File: config.mk
export PLATFORM = sky130hd
export DESIGN_NAME = bram_fifo_ctrl
export DESIGN_NICKNAME = d
export VERILOG_FILES = /design/src/rtl/bram_fifo_pkg.sv /design/src/rtl/bram_fifo_ctrl_skid2.sv /design/src/rtl/bram_fifo_ctrl.sv
export SDC_FILE = /design/constraint.sdc
export NUM_CORES = 1
export LEC_CHECK = 0
export ABC_AREA = 1
export CORE_MARGIN = 3
export CORE_UTILIZATION = 28
export DETAILED_ROUTE_END_ITERATION = 8
export GPL_TIMING_DRIVEN = 1
export PLACE_DENSITY = 0.51
export RECOVER_POWER = 25
export SLEW_MARGIN = 25
export SYNTH_ARGS = -nofsm -noshare
export SYNTH_HDL_FRONTEND = slang
export SYNTH_SLANG_ARGS = --single-unit
File: constraint.sdc
create_clock -name clk -period 5 [get_ports clk]
set_input_delay 1.25 -clock clk [delete_from_list [all_inputs] [get_ports clk]]
set_output_delay 1.25 -clock clk [all_outputs]
set_load 0.01 [all_outputs]
File: src/rtl/bram_fifo_pkg.sv
// Shared definitions for the block-RAM FIFO controller and its output skid buffer.
package bram_fifo_pkg;

  localparam int SKID_DEPTH = 2;

  typedef logic [1:0] skid_cnt_t;

  // Pointers carry one extra bit so a full RAM can be told apart from an empty one.
  function automatic int occ_width(input int addr_width);
    return addr_width + 1;
  endfunction

endpackage

File: src/rtl/bram_fifo_ctrl_skid2.sv
// fifo_skid2: two-entry show-ahead skid buffer fed by the RAM read port.
module fifo_skid2
  import bram_fifo_pkg::*;
#(
  parameter int DataWidth = 8
) (
  input  logic                 clk,
  input  logic                 reset,
  input  logic                 load_i,
  input  logic [DataWidth-1:0] load_data_i,
  input  logic                 out_ready_i,
  output logic                 out_valid_o,
  output logic [DataWidth-1:0] out_data_o,
  output logic                 pop_o,
  output logic [1:0]           skid_cnt_o
);

  logic [DataWidth-1:0] head_q, head_d;
  logic [DataWidth-1:0] tail_q, tail_d;
  skid_cnt_t            cnt_q, cnt_d, cnt_after_pop;

  assign out_valid_o = (cnt_q != '0);
  assign pop_o       = out_valid_o & out_ready_i;
  assign out_data_o  = head_q;
  assign skid_cnt_o  = cnt_q;

  // A pop shifts tail into head first; returning RAM data then takes the first free slot.
  always_comb begin
    head_d        = head_q;
    tail_d        = tail_q;
    cnt_after_pop = cnt_q - skid_cnt_t'(pop_o);
    if (pop_o) begin
      head_d = tail_q;
    end
    if (load_i) begin
      if (cnt_after_pop == '0) begin
        head_d = load_data_i;
      end else begin
        tail_d = load_data_i;
      end
    end
    cnt_d = cnt_after_pop + skid_cnt_t'(load_i);
  end

  always_ff @(posedge clk) begin
    head_q <= head_d;
    tail_q <= tail_d;
    if (reset) begin
      cnt_q <= '0;
    end else begin
      cnt_q <= cnt_d;
    end
  end

endmodule

File: src/rtl/bram_fifo_ctrl.sv
// FIFO controller driving both ports of an external dual-port block RAM.
// Optional registered almost_full flag is enabled with BRAM_FIFO_ALMOST_FULL_EN.
module bram_fifo_ctrl
  import bram_fifo_pkg::*;
#(
  parameter int AddrWidth = 10,
  parameter int DataWidth = 8
`ifdef BRAM_FIFO_ALMOST_FULL_EN
  ,
  parameter int AlmostFullLevel = (2 ** AddrWidth) - 2
`endif
) (
  input  logic                 clk,
  input  logic                 reset,
  input  logic                 in_valid,
  output logic                 in_ready,
  input  logic [DataWidth-1:0] in_data,
  output logic                 out_valid,
  input  logic                 out_ready,
  output logic [DataWidth-1:0] out_data,
  output logic [AddrWidth+1:0] count,
  output logic                 ram_wea,
  output logic [AddrWidth-1:0] ram_addra,
  output logic [DataWidth-1:0] ram_dina,
  output logic                 ram_enb,
  output logic [AddrWidth-1:0] ram_addrb,
  input  logic [DataWidth-1:0] ram_doutb
`ifdef BRAM_FIFO_ALMOST_FULL_EN
  ,
  output logic                 almost_full
`endif
);

  localparam int              OccW    = occ_width(AddrWidth);
  localparam int              CntW    = AddrWidth + 2;
  localparam logic [OccW-1:0] FullOcc = OccW'(2 ** AddrWidth);

  logic [OccW-1:0] wr_ptr_q, wr_ptr_d;
  logic [OccW-1:0] rd_ptr_q, rd_ptr_d;
  logic [OccW-1:0] occ;
  logic            inflight_q, inflight_d;
  logic            reset_q;
  logic            push;
  logic            pop;
  logic [1:0]      skid_cnt;
  logic [2:0]      pending;

  assign occ      = wr_ptr_q - rd_ptr_q;
  assign in_ready = !reset && !reset_q && (occ != FullOcc);
  assign push     = in_valid & in_ready;

  assign ram_wea   = push;
  assign ram_addra = wr_ptr_q[AddrWidth-1:0];
  assign ram_dina  = in_data;

  // Reads only run ahead far enough to land in a free skid slot, so the skid never overflows.
  assign pending   = {2'b00, inflight_q} + {1'b0, skid_cnt} - {2'b00, pop};
  assign ram_enb   = (occ != '0) && (pending < 3'(SKID_DEPTH));
  assign ram_addrb = rd_ptr_q[AddrWidth-1:0];

  assign count = CntW'(occ) + CntW'(inflight_q) + CntW'(skid_cnt);

  always_comb begin
    wr_ptr_d   = wr_ptr_q + OccW'(push);
    rd_ptr_d   = rd_ptr_q + OccW'(ram_enb);
    inflight_d = ram_enb;
  end

  always_ff @(posedge clk) begin
    reset_q <= reset;
    if (reset) begin
      wr_ptr_q   <= '0;
      rd_ptr_q   <= '0;
      inflight_q <= 1'b0;
    end else begin
      wr_ptr_q   <= wr_ptr_d;
      rd_ptr_q   <= rd_ptr_d;
      inflight_q <= inflight_d;
    end
  end

  fifo_skid2 #(
    .DataWidth(DataWidth)
  ) u_skid (
    .clk        (clk),
    .reset      (reset),
    .load_i     (inflight_q),
    .load_data_i(ram_doutb),
    .out_ready_i(out_ready),
    .out_valid_o(out_valid),
    .out_data_o (out_data),
    .pop_o      (pop),
    .skid_cnt_o (skid_cnt)
  );

`ifdef BRAM_FIFO_ALMOST_FULL_EN
  logic almost_full_q;

  always_ff @(posedge clk) begin
    if (reset) begin
      almost_full_q <= 1'b0;
    end else begin
      almost_full_q <= (count >= CntW'(AlmostFullLevel));
    end
  end

  assign almost_full = almost_full_q;
`endif

endmodule

==> flow_metrics.tcl <==
set metrics [dict create \
    setup.worst_path.class "input pin to primary output" \
    leakagePower_nw 1.57 \
    wirelength_mm 6.37 \
    slew_violations 0 \
    p_sw_frac 0.421 \
    fill_cells 1080 \
    synth_top_area_share 0.234 \
    worst-path-stages 12 \
    grt_pass1_vias 2254 \
    p_int_mw 0.999 \
    vias 2448 \
    seq_area_um2 921 \
    setup_ws_ns 0.535 \
    synth_area_leaders "dfxtp_1, nand2_1, edfxtp_1" \
    relSlewSlack 0.498 \
    powerDensity_nw_per_um2 491 \
    die_area_um2 11600 \
    diodes 0 \
    irDropWorstVdd_mv 0.218 \
    clk_pin_slew_worst_paths_ns 0.09 \
    worstRegToRegCells 23 \
    clock_tree.root_cell "clkbuf_8" \
    worst_clock_skew_ns 0.00703 \
    grt_pass1_wl_mm 10.8 \
    period_needed_ns 4.46 \
    period_share 0.893 \
    worstMarginPinSlew_ns 0.753 \
    ios 72 \
    overflow 0 \
    crit_path_end_kind "primary output" \
    synth_fp_nets 453 \
    portBuffers 55 \
    synth_top_area_cell "dfxtp_1" \
    max_freq_mhz 224 \
    initialDrtViolationCount 111 \
    yosys_warnings 0 \
    synth-edff-count 8 \
    async_flop_share 0 \
    ys.flop_type "dfxtp_1" \
    pwr-share-comb 0.605 \
    numCtsBuffers 5 \
    outcome "finished, final reports clean" \
    cts_tree "done" \
    die_y_um 108 \
    multi_input_area_um2 1540 \
    antenna_left 0 \
    dpl_cell_area_um2 3420 \
    layout.cells.non_filler 579 \
    rows 36 \
    holdCritPathClass "register to register" \
    syn_area_per_cell_um2 7.07 \
    worstSkewPairLatency_ns 0.30 \
    holdBufCountCts 0 \
    fin_nets 487 \
    dp.cells 571 \
    antenna_found_initial 0 \
    cp_common_cell "nand2_1" \
    grt_use_total 0.115 \
    clock_sinks 42 \
    ys_seq_elements 42 \
    path_delay_family "buffers and inverters" \
    worstPathArrival_ns 3.21 \
    ys_types 32 \
    synthesis.area_um2 2910 \
    dp_hpwl_mm 5.36 \
    critPathMaxFanout 3 \
    grt_setup_unrepaired "false" \
    die_x_um 108 \
    place.gp.congestion 0.864 \
    p_seq_frac 0.268 \
    worst_path_largest_cell_delay_ns 0.49 \
    hold_depth 2 \
    clkPwrFrac 0.127 \
    synthTopCellsByCount "nand2_1, inv_1, nor2_1" \
    finalSetupViolations 0 \
    drv_cap 0 \
    worstPathRequired_ns 3.75 \
    h-tree-depth 2 \
    ys_seq_area_frac 0.317 \
    setup_tns_ns 0 \
    crit_path_top_delay_cell "fa_1" \
    power.switching_mw 0.725 \
    start_util 0.292 \
    synth_most_common_cell "nand2_1" \
    hold_viol 0 \
    cp.buffers_inverters 5 \
    area_growth_pct 20.7 \
    drcViolationCount 0 \
    clock_path_buffers 2 \
    startpoint_type "input pin" \
    wl_per_cell_um 11.0 \
    via_per_inst 4.23 \
    synth_cells 411 \
    first_pass_iters 4 \
    fin_area_um2 3510 \
    pre_cts_ws_ns 0.149 \
    core_um2 9950 \
    drive_above_1_share 0.0717 \
    crit_chain "clkdlybuf4s50_1 > nand2_1 > clkinv_1 > ha_1 > inv_1 > nand2_1 > fa_1 > nand2_1 > nor2_1 > nand2_1 > inv_1 > dlymetal6s2s_1" \
    grt_start_max_net_pins 17 \
]
[layer usage]
layer	up-vias	global-route usage	share of wire
met5	-	0	0
li1	1327	-	-
met2	49	0.186	0.46
met3	6	0.0210	0.047
met4	0	0.0325	0.014
met1	1066	0.157	0.48
[stage by stage]
| step | util | total power [mW] | hold slack (ns) |
|---|---|---|---|
| finish | 0.352 | 1.72 | 0.481 |
| global route | 0.352 | 1.91 | 0.512 |
| CTS | 0.353 | 1.77 | 0.487 |
| detailed placement | 0.344 | 1.55 | 0.474 |
| global placement | 0.344 | 1.53 | 0.472 |
| floorplan | - | 1.13 | 0.455 |
[power by group through the flow]
stage / Combinational (mW) / Clock [mW] / Sequential [mW]
2_1_floorplan: 0.650 / 0 / 0.481
3_3_place_gp: 1.06 / 0 / 0.469
3_5_place_dp: 1.08 / 0 / 0.472
4_1_cts: 1.08 / 0.228 / 0.464
5_1_grt: 1.19 / 0.245 / 0.471
6_report: 1.04 / 0.220 / 0.461
[final timing paths]
path	slack [ns]	from	end
hold / removal	0.48	u_skid.out_data_o[3]	u_skid.out_data_o[3]
setup / recovery	0.54	out_ready	ram_enb
setup reg to reg	1.42	u_skid.skid_cnt_o[1]	rd_ptr_q[10]
hold reg to reg	0.48	u_skid.out_data_o[3]	u_skid.out_data_o[3]
[registers in the layout, summed over array words and instances, names as in the netlist]
signal	count
rd_ptr_q	11
u_skid.out_data_o	8
reset_q	1
wr_ptr_q	11
u_skid.tail_q	8
inflight_q	1
u_skid.skid_cnt_o	2
[logic make-up (layout without fill, tap and decap cells)]
kind of cell,count (synthesis),after routing,synth area share
simple gates,214,214,0.334
buf+inv,92,127,0.155
flops,42,42,0.317
compound gates,31,31,0.0594
fa+ha+maj,22,22,0.105
xor+xnor,10,10,0.0301
[repair_timing]
action / 4_1_cts / 5_1_grt
resized for setup: 0 / 1
setup buffers: 0 / 0
endpoints found under the setup margin: 0 / 1
[area by class of cell]
| cell class | instances | area share |
|---|---|---|
| Clock inverter | 2 | 0.00357 |
| Multi-Input combinational cell | 277 | 0.438 |
| Tap cell | 133 | 0.0474 |
| Timing Repair Buffer | 58 | 0.163 |
| Inverter | 61 | 0.0653 |
| Clock buffer | 6 | 0.0207 |
| Sequential cell | 42 | 0.262 |
[cell usage in the layout (no fill, tap or decap), types with 2 or more instances in the layout]
cell,Yosys,layout
a21oi_1,12,12
a31oi_1,10,10
buf_4,28,2
clkbuf_1,3,2
clkbuf_8,0,5
clkdlybuf4s50_1,0,37
clkinv_1,1,2
dfxtp_1,34,34
dlygate4sd3_1,0,17
edfxtp_1,8,8
fa_1,4,4
ha_1,18,18
inv_1,58,58
inv_2,2,2
nand2_1,101,101
nand2_2,9,9
nand2_4,3,3
nand3_1,23,23
nand3_2,3,3
nand4_1,2,2
nor2_1,55,55
nor2_2,3,3
nor3_1,4,4
nor3_2,2,2
nor3b_1,4,4
o21ai_0,7,7
xnor2_1,2,2
xor2_1,8,8
[worst min-delay path, stage by stage (launching register included)]
cell     delay, ns
dfxtp_1       0.32
nand2_1       0.06
a31oi_1       0.07
No activity file was read; power rests on OpenSTA's default activity.
